===== src/rtl/mem_arbiter.sv =====
// rtl/mem_arbiter.sv - CPU/DMA fixed-priority memory arbiter with starvation bound
// Optional macro: MEM_ARB_TIMEOUT_EN enables the BUSY watchdog and err pulse.
module mem_arbiter #(
    parameter int ADDR_W         = 32,
    parameter int DATA_W         = 32,
    parameter int MAX_WAIT       = 4,
    parameter int TIMEOUT_CYCLES = 1024
) (
    input  logic              clk50M,
    input  logic              rst,
    input  logic              m0_req,
    input  logic              m0_is_write,
    input  logic [ADDR_W-1:0] m0_addr,
    input  logic [DATA_W-1:0] m0_wdata,
    output logic              m0_ack,
    output logic [DATA_W-1:0] m0_rdata,
    input  logic              m1_req,
    input  logic              m1_is_write,
    input  logic [ADDR_W-1:0] m1_addr,
    input  logic [DATA_W-1:0] m1_wdata,
    output logic              m1_ack,
    output logic [DATA_W-1:0] m1_rdata,
    output logic              mem_req,
    output logic              mem_is_write,
    output logic [ADDR_W-1:0] mem_addr,
    output logic [DATA_W-1:0] mem_wdata,
    input  logic              mem_ack,
    input  logic [DATA_W-1:0] mem_rdata,
    output logic              grant_owner,
    output logic              err
);

    typedef enum logic [1:0] {IDLE, BUSY, ACK} state_t;

    state_t              state_q, state_d;
    logic                owner_q, owner_d;
    logic                is_write_q, is_write_d;
    logic [ADDR_W-1:0]   addr_q, addr_d;
    logic [DATA_W-1:0]   wdata_q, wdata_d;
    logic [DATA_W-1:0]   m0_rdata_q, m0_rdata_d;
    logic [DATA_W-1:0]   m1_rdata_q, m1_rdata_d;
    logic [3:0]          starve_q, starve_d;
    logic                grant_m0, grant_m1;
    logic                timeout;
    logic [DATA_W-1:0]   resp_data;

    // Master 1 wins only when the CPU is idle or has used up its MAX_WAIT grants.
    assign grant_m1 = m1_req && (!m0_req || (starve_q == 4'(MAX_WAIT)));
    assign grant_m0 = m0_req && !grant_m1;

`ifdef MEM_ARB_TIMEOUT_EN
    logic [15:0] tmo_q, tmo_d;
    logic        err_q, err_d;

    assign timeout = (state_q == BUSY) && (tmo_q == 16'(TIMEOUT_CYCLES - 1));
    assign err     = err_q;

    always_comb begin
        tmo_d = (state_q == BUSY) ? tmo_q + 16'd1 : 16'd0;
        err_d = (state_q == BUSY) && timeout && !mem_ack;
    end

    always_ff @(posedge clk50M) begin
        if (rst) begin
            tmo_q <= 16'd0;
            err_q <= 1'b0;
        end else begin
            tmo_q <= tmo_d;
            err_q <= err_d;
        end
    end
`else
    logic unused_cfg;
    assign unused_cfg = (TIMEOUT_CYCLES > 0);
    assign timeout    = 1'b0;
    assign err        = 1'b0;
`endif

    always_ff @(posedge clk50M) begin
        if (rst) begin
            state_q    <= IDLE;
            owner_q    <= 1'b0;
            is_write_q <= 1'b0;
            addr_q     <= '0;
            wdata_q    <= '0;
            m0_rdata_q <= '0;
            m1_rdata_q <= '0;
            starve_q   <= 4'd0;
        end else begin
            state_q    <= state_d;
            owner_q    <= owner_d;
            is_write_q <= is_write_d;
            addr_q     <= addr_d;
            wdata_q    <= wdata_d;
            m0_rdata_q <= m0_rdata_d;
            m1_rdata_q <= m1_rdata_d;
            starve_q   <= starve_d;
        end
    end

    always_comb begin
        state_d = state_q;
        case (state_q)
            IDLE:    if (grant_m0 || grant_m1) state_d = BUSY;
            BUSY:    if (mem_ack || timeout) state_d = ACK;
            ACK:     state_d = IDLE;
            default: state_d = IDLE;
        endcase
    end

    // A real mem_ack beats a coincident watchdog expiry.
    assign resp_data = mem_ack ? mem_rdata : {DATA_W{1'b1}};

    always_comb begin
        owner_d    = owner_q;
        is_write_d = is_write_q;
        addr_d     = addr_q;
        wdata_d    = wdata_q;
        m0_rdata_d = m0_rdata_q;
        m1_rdata_d = m1_rdata_q;
        starve_d   = starve_q;
        if (state_q == IDLE) begin
            if (grant_m1) begin
                owner_d    = 1'b1;
                is_write_d = m1_is_write;
                addr_d     = m1_addr;
                wdata_d    = m1_wdata;
                starve_d   = 4'd0;
            end else if (grant_m0) begin
                owner_d    = 1'b0;
                is_write_d = m0_is_write;
                addr_d     = m0_addr;
                wdata_d    = m0_wdata;
                if (m1_req && (starve_q != 4'(MAX_WAIT)))
                    starve_d = starve_q + 4'd1;
            end
        end else if ((state_q == BUSY) && (mem_ack || timeout)) begin
            if (owner_q) m1_rdata_d = resp_data;
            else         m0_rdata_d = resp_data;
        end
    end

    always_comb begin
        mem_req = (state_q == BUSY);
        m0_ack  = (state_q == ACK) && !owner_q;
        m1_ack  = (state_q == ACK) && owner_q;
    end

    assign grant_owner  = owner_q;
    assign mem_is_write = is_write_q;
    assign mem_addr     = addr_q;
    assign mem_wdata    = wdata_q;
    assign m0_rdata     = m0_rdata_q;
    assign m1_rdata     = m1_rdata_q;

endmodule


===== config.mk =====
export PLATFORM = sky130hd
export DESIGN_NAME = mem_arbiter
export DESIGN_NICKNAME = d
export VERILOG_FILES = /design/src/rtl/mem_arbiter.sv
export SDC_FILE = /design/constraint.sdc
export NUM_CORES = 1
export LEC_CHECK = 0
export CAP_MARGIN = 20
export CORE_UTILIZATION = 41
export CTS_BUF_LIST = sky130_fd_sc_hd__clkbuf_8
export DETAILED_ROUTE_END_ITERATION = 12
export PLACE_DENSITY_LB_ADDON = 0.05
export SETUP_SLACK_MARGIN = 0.02
export SLEW_MARGIN = 20
export SYNTH_ARGS = -nofsm -noshare
export SYNTH_HDL_FRONTEND = slang
export SYNTH_SLANG_ARGS = --single-unit

===== constraint.sdc =====
create_clock -name clk50M -period 2.15 [get_ports clk50M]
set_input_delay 0.3225 -clock clk50M [delete_from_list [all_inputs] [get_ports clk50M]]
set_output_delay 0.3225 -clock clk50M [all_outputs]
set_load 0.005 [all_outputs]

==> results of run 1 <==
==> cells by family after synthesis <==
group / Yosys count
other: 1
AND/OR/NAND/NOR: 284
buffers and inverters: 61
AO/OA/AOI/OAI: 205
adder cells (fa/ha/maj): 2
flip-flops: 136
==> metal layers <==
layer | wire (µm) | vias up | track usage, %
met5 | 0 | - | 0
met1 | 7150 | 2712 | 25.6
met3 | 1530 | 42 | 8.88
met4 | 637 | 0 | 12.1
li1 | - | 2874 | -
met2 | 9460 | 249 | 44.8
==> flip-flops by register name (all words and copies together), names as in the netlist <==
signal        count
mem_wdata        32
starve_q          4
mem_addr         32
grant_owner       1
m0_rdata         32
mem_is_write      1
state_q           2
m1_rdata         32
==> cell type report <==
| type | instances | area (µm²) | area share, % |
|---|---|---|---|
| repair buffers | 322 | 3310 | 34.6 |
| inverters | 2 | 7.51 | 0.0783 |
| clock inverters | 13 | 224 | 2.34 |
| multi-input cells | 492 | 2840 | 29.6 |
| clock buffers | 19 | 262 | 2.73 |
| well taps | 180 | 225 | 2.35 |
| flip-flops and latches | 136 | 2720 | 28.4 |
==> through the flow <==
stage	utilization (%)	hold WS [ns]	setup WS [ns]	total power, W
after floorplan	-	0.453	0.665	0.00355
after global placement	64.8	0.441	0.201	0.00436
after detailed placement	64.8	0.446	0.157	0.00440
after CTS	68.3	0.292	0.0400	0.00694
after global routing	68.3	0.326	0.0339	0.00719
final	68.3	0.322	0.0900	0.00688
==> worst max path at each step <==
stage | startpoint | to | cells after the start
2_1_floorplan | starve_q[0]$_SDFFE_PP0P_ | starve_q[3]$_SDFFE_PP0P_ | 6
3_3_place_gp | m0_req | mem_addr[6]$_SDFFE_PP0P_ | 6
3_5_place_dp | m0_req | mem_addr[24]$_SDFFE_PP0P_ | 6
4_1_cts | grant_owner$_SDFFE_PP0P_ | m0_ack | 2
5_1_grt | grant_owner$_SDFFE_PP0P_ | m0_ack | 2
6_report | grant_owner$_SDFFE_PP0P_ | m0_ack | 2
==> power breakdown <==
group | switching [W] | total [W] | internal [W] | leakage [nW]
logic | 0.000673 | 0.00154 | 0.000868 | 2.13
clock network | 0.000985 | 0.00254 | 0.00155 | 0.241
registers | 0.000103 | 0.00280 | 0.00270 | 1.12
total | 0.00176 | 0.00688 | 0.00512 | 3.48
==> placed cells by master, fill, tap and decap left out, types with 15 or more instances in the layout <==
cell,Yosys,routed
dfxtp_1,136,136
clkbuf_8,0,19
clkdlybuf4s50_1,0,298
a211oi_2,50,50
nor2_1,66,66
nand2_1,198,198
a211oi_1,15,15
a21oi_2,50,50
a21oi_1,83,83
==> run metrics, run 1 <==
outcome=finished clean; CTS resizes=0; # diodes=0; reg-to-reg slack, setup=0.40 ns; worst hold path class=primary input to flop; Max-Cap Viols=0; post-route setup TNS=0 ns; syn avg cell area=8.65 µm²; area share of xor/xnor cells in the synthesized design=0%; post-synthesis compound-gate area fraction=27.8%; Horiz. Die Dim=123 µm; Post-synth ARST share=0%; gr usage total=25.0%; Tmin final=2.06 ns; vias in the first global route=5,932; period utilisation layout=95.8%; Initial Util=42.4%; Slew Viols, Final=0; PD cells=718 mW/mm²; hold_buf cts=0; area leader, netlist=dfxtp_1; Detail Route Antenna Nets=0; critical-path cell list=nor3b_1 > clkdlybuf4s50_1; Die ar.=0.0150 mm²; Worst EP arrival=1.74 ns; Port Buffers=299; DR pass1 iterations=5; Crit path max-delay family=buffers and inverters; Mapped Area=0.00596 mm²; adder and majority gate portion of the synthesized area=0.420%; Syn Nets=858; Yosys warning count=0; final setup fails=0; top post-synthesis cells by area=dfxtp_1 46%, nand2_1 12%, a211oi_2 10%; most numerous cell in the Yosys netlist=nand2_1; post-route cell area=0.00959 mm²; Final #Nets=1,140; Synth-to-Final Area Change=60.9%; R2R Path End=mem_addr[24]$_SDFFE_PP0P_; CTS tree=yes; num ports=301; synth unique cells=36; mux contribution to synthesized area=0%; Clock Root Buffer=clkbuf_8; largest net degree at the start of global routing=47; Cells on Worst Hold Path=2; CP max FO=8; min-delay src=rst; Num CTS Buffers=17; Final Wtd Congestion=0.784; cell total after placement=1,132; Die H=123 µm; register bit count reported by yosys=136; Finished Layout Cells=1,164; Worst Path Buf+Inv=1; Synth top area share=45.7%; 1st-iter DRT viols=277; FF-to-FF Start=starve_q[0]$_SDFFE_PP0P_; max incr delay on CP=0.61 ns; clk_lat worst skew=0.44 ns; Pleak=3.48 nW; TritonCTS Sinks=136; Mapped Cells=689; H-Tree Level Count=4; Worst Reg-to-Reg Cells=8; worst setup path category=flop to primary output; sequential share of the synthesized area=45.7%; largest family of logic cells by synthesized area=compound AO/OA/AOI/OAI gates; via count=5,877; Core ar.=0.0140 mm²; fmax=0.485 GHz; Final Hold Viols=0; clock slew at reported path FFs=0.08 ns; Max stage delay cell, worst path=clkdlybuf4s50_1; Post-CTS Setup Repair Bufs=0; grt ovf=0; Rows=43; initial antenna violation count=0; fraction of layout cells with a size suffix above 1=16.5%; Detailed Route WL=18,800 µm; Post-DP Area=0.00910 mm²; Post-synth EDFFs=0; Hold EP=grant_owner$_SDFFE_PP0P_; worst vdd ir=0.381 mV; Synth Flop Type=dfxtp_1; post-DR vias/cell=5.05; Worst Path Required=1.83 ns; FILL cells=1,097; CP startpoint kind=flop; Fin Clk Skew=0.00881 ns; first-pass GRT wire length=28,800 µm; WL/cell=16.1 µm; RSZ-0062 raised after global routing=false; Crit. End Element=primary output; Final HPWL DP=13,700 µm; Post-Synth Simple-Gate Area=19.2%; top post-synthesis cells by count=198 x nand2_1, 136 x dfxtp_1, 83 x a21oi_1, 66 x nor2_1; Max clock buf depth=2; residual DRC count=0
No activity file was read; power rests on OpenSTA's default activity.
==> run 2: changes to the inputs <==
--- a/config.mk
+++ b/config.mk
@@ -8,6 +8,7 @@
 export CAP_MARGIN = 20
 export CORE_UTILIZATION = 41
 export CTS_BUF_LIST = sky130_fd_sc_hd__clkbuf_8
+export CTS_CLUSTER_DIAMETER = 200
 export DETAILED_ROUTE_END_ITERATION = 12
 export PLACE_DENSITY_LB_ADDON = 0.05
 export SETUP_SLACK_MARGIN = 0.02
==> results of run 2 <==
Same layout as run 1: the final DEF is identical, and so are final timing and power.
==> run 3: changes to the inputs <==
--- a/config.mk
+++ b/config.mk
@@ -5,6 +5,7 @@
 export SDC_FILE = /design/constraint.sdc
 export NUM_CORES = 1
 export LEC_CHECK = 0
+export ABC_AREA = 0
 export CAP_MARGIN = 20
 export CORE_UTILIZATION = 41
 export CTS_BUF_LIST = sky130_fd_sc_hd__clkbuf_8
==> results of run 3 <==
Same layout as run 1: the final DEF is identical, and so are final timing and power.
